[config.mk]
export PLATFORM = sky130hd
export DESIGN_NAME = board_scanner
export DESIGN_NICKNAME = d
export VERILOG_FILES = /design/src/rtl/board_scanner.sv
export SDC_FILE = /design/constraint.sdc
export NUM_CORES = 1
export LEC_CHECK = 0
export CAP_MARGIN = 20
export CORE_MARGIN = 3
export CORE_UTILIZATION = 54
export CTS_BUF_LIST = sky130_fd_sc_hd__clkbuf_16
export DETAILED_ROUTE_END_ITERATION = 12
export HOLD_SLACK_MARGIN = 0.05
export PLACE_DENSITY = 0.95
export SYNTH_ARGS = -nofsm -noshare
export SYNTH_HDL_FRONTEND = slang
export SYNTH_SLANG_ARGS = --single-unit
[constraint.sdc]
create_clock -name clock -period 3.8 [get_ports clock]
set_input_delay 0.76 -clock clock [delete_from_list [all_inputs] [get_ports clock]]
set_output_delay 0.76 -clock clock [all_outputs]
set_load 0.03 [all_outputs]
[src/rtl/board_scanner.sv]
// board_scanner: walks the 16x16 game board once per start request and hands
// every non-empty tile to the tile renderer, one tile at a time. A draw
// timeout keeps a stalled renderer from hanging the scan. The block raises a
// one-cycle frame_done pulse when the scan completes, and keeps per-scan
// counts of completed draws and forced advances.
module board_scanner #(
  parameter int RD_LAT       = 1,    // storage read latency, 1..3
  parameter int DRAW_TIMEOUT = 300,  // max DRAW cycles per tile (> 256)
  parameter int TO_W         = 9     // draw counter width, 2^TO_W > DRAW_TIMEOUT
) (
  input  logic       clock,
  input  logic       resetn,
  input  logic       start,
  output logic [7:0] ram_addr,
  input  logic [7:0] ram_data,
  output logic [7:0] tile_address,
  output logic [7:0] tile_position,
  output logic       draw_go,
  input  logic       draw_done,
  output logic       busy,
  output logic       frame_done,
  output logic [8:0] tiles_drawn,
  output logic [7:0] timeouts
);

  typedef enum logic [2:0] {
    S_IDLE,
    S_FETCH,
    S_EVAL,
    S_DRAW,
    S_NEXT,
    S_FINISH
  } state_t;

  localparam int WAIT_W = 2;
  localparam logic [WAIT_W-1:0] WAIT_LAST = WAIT_W'(RD_LAT - 1);
  localparam logic [TO_W-1:0]   DRAW_LAST = TO_W'(DRAW_TIMEOUT - 1);

  state_t            state, state_nxt;
  logic [WAIT_W-1:0] wait_cnt;
  logic [TO_W-1:0]   draw_cnt;
  logic              seen_low;

  // Decoded conditions shared by the FSM and the datapath.
  logic fetch_done, tile_empty, draw_complete, draw_expired, last_addr;

  assign fetch_done    = (wait_cnt == WAIT_LAST);
  assign tile_empty    = (ram_data == 8'h00);
  // A done level only counts once it has been seen low during this tile, so a
  // done left high from the previous tile cannot finish the new one early.
  assign draw_complete = draw_done && seen_low;
  assign draw_expired  = (draw_cnt == DRAW_LAST);
  assign last_addr     = (ram_addr == 8'hFF);

  // State register.
  always_ff @(posedge clock) begin
    if (!resetn) state <= S_IDLE;
    else         state <= state_nxt;
  end

  // Next-state decode.
  always_comb begin
    state_nxt = state;
    case (state)
      S_IDLE:   if (start) state_nxt = S_FETCH;
      S_FETCH:  if (fetch_done) state_nxt = S_EVAL;
      S_EVAL:   state_nxt = tile_empty ? S_NEXT : S_DRAW;
      S_DRAW:   if (draw_complete || draw_expired) state_nxt = S_NEXT;
      S_NEXT:   state_nxt = last_addr ? S_FINISH : S_FETCH;
      S_FINISH: state_nxt = S_IDLE;
      default:  state_nxt = S_IDLE;
    endcase
  end

  // Outputs decoded straight from the state register.
  always_comb begin
    busy    = (state != S_IDLE);
    draw_go = (state == S_DRAW);
  end

  // Read address: cleared on start, stepped in NEXT, never wraps in a scan.
  always_ff @(posedge clock) begin
    if (!resetn) begin
      ram_addr <= 8'h00;
    end else if (state == S_IDLE && start) begin
      ram_addr <= 8'h00;
    end else if (state == S_NEXT && !last_addr) begin
      ram_addr <= ram_addr + 8'h01;
    end
  end

  // Read-latency wait counter: counts FETCH cycles, idles at zero elsewhere.
  always_ff @(posedge clock) begin
    if (!resetn)               wait_cnt <= '0;
    else if (state == S_FETCH) wait_cnt <= fetch_done ? '0 : wait_cnt + 1'b1;
    else                       wait_cnt <= '0;
  end

  // Draw cycle counter and stale-done filter, armed in EVAL.
  always_ff @(posedge clock) begin
    if (!resetn) begin
      draw_cnt <= '0;
      seen_low <= 1'b0;
    end else if (state == S_EVAL) begin
      draw_cnt <= '0;
      seen_low <= 1'b0;
    end else if (state == S_DRAW) begin
      draw_cnt <= draw_cnt + 1'b1;
      if (!draw_done) seen_low <= 1'b1;
    end
  end

  // Tile latch: captured in EVAL for non-empty tiles, held through the draw
  // and after the scan until overwritten by a later tile or reset.
  always_ff @(posedge clock) begin
    if (!resetn) begin
      tile_address  <= 8'h00;
      tile_position <= 8'h00;
    end else if (state == S_EVAL && !tile_empty) begin
      tile_address  <= ram_addr;
      tile_position <= ram_data;
    end
  end

  // Per-scan statistics; completion takes priority over a same-cycle timeout.
  always_ff @(posedge clock) begin
    if (!resetn) begin
      tiles_drawn <= 9'd0;
      timeouts    <= 8'd0;
    end else if (state == S_IDLE && start) begin
      tiles_drawn <= 9'd0;
      timeouts    <= 8'd0;
    end else if (state == S_DRAW) begin
      if (draw_complete)
        tiles_drawn <= tiles_drawn + 9'd1;
      else if (draw_expired && timeouts != 8'hFF)
        timeouts <= timeouts + 8'd1;
    end
  end

  // Frame completion pulse, registered so it is high exactly in FINISH.
  always_ff @(posedge clock) begin
    if (!resetn) frame_done <= 1'b0;
    else         frame_done <= (state == S_NEXT) && last_addr;
  end

endmodule

==> results.json <==
{
  "finClkSkew_ps": 8.21,
  "hold_path.class": "reg -> reg",
  "cp_slowest_cell": "dfxtp_1",
  "yosys_warnings": 0,
  "crit_buf_inv": 2,
  "start_util": 0.582,
  "r2r_start": "state[0]",
  "clockBufferDepth": 2,
  "grt_pass1_vias": 2259,
  "die_y_um": 75.9,
  "area_growth_pct": 31.6,
  "synth_fa_ha_area_frac": 0.0237,
  "rsz0062_at_grt": "false",
  "clock-sinks": 57,
  "cts_htree_levels": 3,
  "antenna_found_initial": 0,
  "p_leak_nw": 1.16,
  "die_area_um2": 5760,
  "synthSimpleGateAreaFrac": 0.274,
  "routed.top_layer": "met4",
  "crit_required_ps": 3040,
  "power_per_cell_area_nw_per_um2": 436,
  "grt_remaining_overflow": 0,
  "synth_edf_count": 0,
  "grt_max_degree": 25,
  "grt.total_usage": 0.247,
  "synth_top_family_by_area": "simple AND/OR/NAND/NOR gates",
  "critPathTopFamily": "buffers and inverters",
  "ys.flop_type": "dfxtp_1",
  "startpoint_type": "register",
  "maxCapViolCount": 0,
  "wire_per_inst_um": 15.4,
  "reg2reg_depth": 5,
  "synth-xor-area-share": 0.0598,
  "r2r_end": "timeouts[4]",
  "tns_ps": 0,
  "synth_area_um2": 2640,
  "clk_latency_ps": 330,
  "startpoint": "state[0]",
  "num-fill-cells": 299,
  "dp_cells": 395,
  "grt_pass1_wl_mm": 10.7,
  "hold_end": "tile_position[0]",
  "critPathMaxFanout": 17,
  "num_rows": 24,
  "cp-end-kind": "output pin",
  "worst_hold_startpoint": "tile_position[0]",
  "cp_cell_sequence": "nand3b_4 > clkinv_2 > clkdlybuf4s50_1",
  "postCtsHoldBufs": 0,
  "layout-drive-gt1-share": 0.0665,
  "fin_crit_ps": 2870,
  "wl_met1_mm": 2.68,
  "io_buffers": 55,
  "netlist_top_cells_area": "dfxtp_1 43%, mux2i_1 6.1%, xnor2_1 4.6%",
  "holdPathStages": 2,
  "synth_area_per_cell_um2": 9.22,
  "path_class": "reg -> out",
  "synth_top_cell_by_area": "dfxtp_1",
  "setup_viol": 0,
  "diodes": 0,
  "root_buffer": "clkbuf_16",
  "met3_length_um": 299,
  "dp_hpwl_mm": 4.05,
  "cts_buffers": 9,
  "instances_no_fill": 411,
  "vdd_ir_drop_max_mv": 0.412,
  "routed-wl-met2_mm": 3.23,
  "nets": 358,
  "synth.distinct_cells": 47,
  "r2r_slack_ps": 1710,
  "place.gp.congestion": 0.832,
  "max_freq_mhz": 349,
  "tritoncts": "built",
  "clk_pin_slew_ps": 50,
  "dieWidth_um": 75.9,
  "outcome": "completed",
  "synthMuxAreaShare": 0.0607,
  "postSynth.asyncResetShare": 0,
  "cts-resized-gates": 0,
  "core_um2": 4530,
  "post-route-drc-count": 0,
  "antenna_left": 0,
  "max_slew_margin": 0.522,
  "crit_arrival_ps": 2110,
  "slew_violations": 0,
  "cp_slowest_stage_delay_ps": 730,
  "syn_inst": 286,
  "dr.pass1.iters": 4,
  "synth_compound_area_frac": 0.111,
  "via_per_inst": 5.65,
  "synth-seq-cells": 57,
  "totalWireLength_mm": 6.32,
  "post-synth-top-area-fraction": 0.433,
  "drt-initial-drc-count": 141,
  "worst_slew_pin_slew_ps": 715,
  "synth_nets": 303,
  "vias": 2323,
  "finalHoldViolations": 0,
  "boundaryPins": 56,
  "post_cts_buffers": 0,
  "synth.yosys.seq_area_share": 0.433,
  "finalCritPeriodShare": 0.754
}
tightest hold or removal path, delay by kind of cell (launching register included):
kind               cells  cell delay, ps
DFF                    1             300
AOI/OAI and AO/OA      1              70
and+or+nand+nor        1              60
cell families after synthesis:
logic type | count (synthesis)
fa+ha+maj | 5
mux | 16
xor+xnor | 18
flops | 57
buf+inv | 20
simple gates | 126
compound gates | 44
flip-flops by register name, summed over array words and instances (netlist names):
name	count
frame_done	1
wait_cnt	2
tiles_drawn	9
timeouts	8
draw_cnt	9
ram_addr	8
state	3
tile_address	8
seen_low	1
tile_position	8
worst max-delay path by stage:
stage / to / cells after the start / slack (ps)
global placement: ram_addr[4] / 4 / 1080
detailed placement: timeouts[5] / 4 / 970
floorplan: state[0] / 5 / 1880
global route: draw_go / 3 / 800
CTS: draw_go / 3 / 950
finish: draw_go / 3 / 930
synthesized netlist by cell type, types with 4 or more instances:
library cell and count:
dfxtp_1 57, nor2_1 31, mux2i_1 16, nor2b_1 16, nand2_1 15, xnor2_1 14, a21oi_1 13, nand3_1 9
nand4_1 9, nand2b_1 8, nor3_1 8, o21ai_0 7, inv_1 6, nor4_1 6, clkbuf_1 5, ha_1 5
or3_1 5, and3_1 4, buf_4 4, o211ai_1 4, o31ai_1 4, xor2_1 4
where the power goes:
part	total (W)	switching [W]	internal, W
combinational	0.000187	0.000108	0.0000792
clock	0.000686	0.000260	0.000426
sequential	0.000641	0.0000278	0.000614
total	0.00151	0.000396	0.00112
layout by cell type, fill, tap and decap left out, types with 2 or more instances in the layout:
master           instances
or3_1                    5
nor3_1                   8
o21ai_0                  7
buf_4                    2
xor2_1                   4
xnor2_1                 14
o211ai_1                 4
nor4_1                   6
clkbuf_16                9
o41ai_1                  3
nand3_1                  9
inv_1                    8
dfxtp_1                 57
ha_1                     5
and4bb_2                 2
nand4_1                  9
and3_1                   4
nor2b_1                 16
clkinv_1                 2
a21boi_0                 2
nor2_1                  31
nand2b_1                 8
and4_1                   3
o311ai_0                 3
clkinv_2                 4
a21oi_1                 13
mux2i_1                 16
or4_1                    3
clkdlybuf4s50_1         55
o31ai_1                  4
nand2_1                 15
layer usage:
metal	up-vias	track usage
li1	1139	-
met1	1103	0.287
met2	66	0.422
met3	15	0.0884
met4	0	0.0796
met5	-	0
area by class of cell:
class	count	area, um2	share of cell area
flip-flops and latches	57	1140	0.329
repair buffers	57	566	0.163
well taps	65	81.3	0.0234
multi-input cells	209	1400	0.403
inverters	7	27.5	0.00793
clock buffers	9	225	0.0649
clock inverters	7	30.0	0.00865
metrics by stage:
stage	power (W)	util	area [um2]	setup WS [ps]	hold WS [ps]
6_report	0.00151	0.765	3470	935	484
2_1_floorplan	0.000784	-	2640	1880	453
4_1_cts	0.00152	0.765	3470	947	489
3_5_place_dp	0.000835	0.709	3220	970	475
5_1_grt	0.00157	0.765	3470	797	501
3_3_place_gp	0.000830	0.709	3220	1080	466
Note: power is estimated with default switching activity, not from simulation.
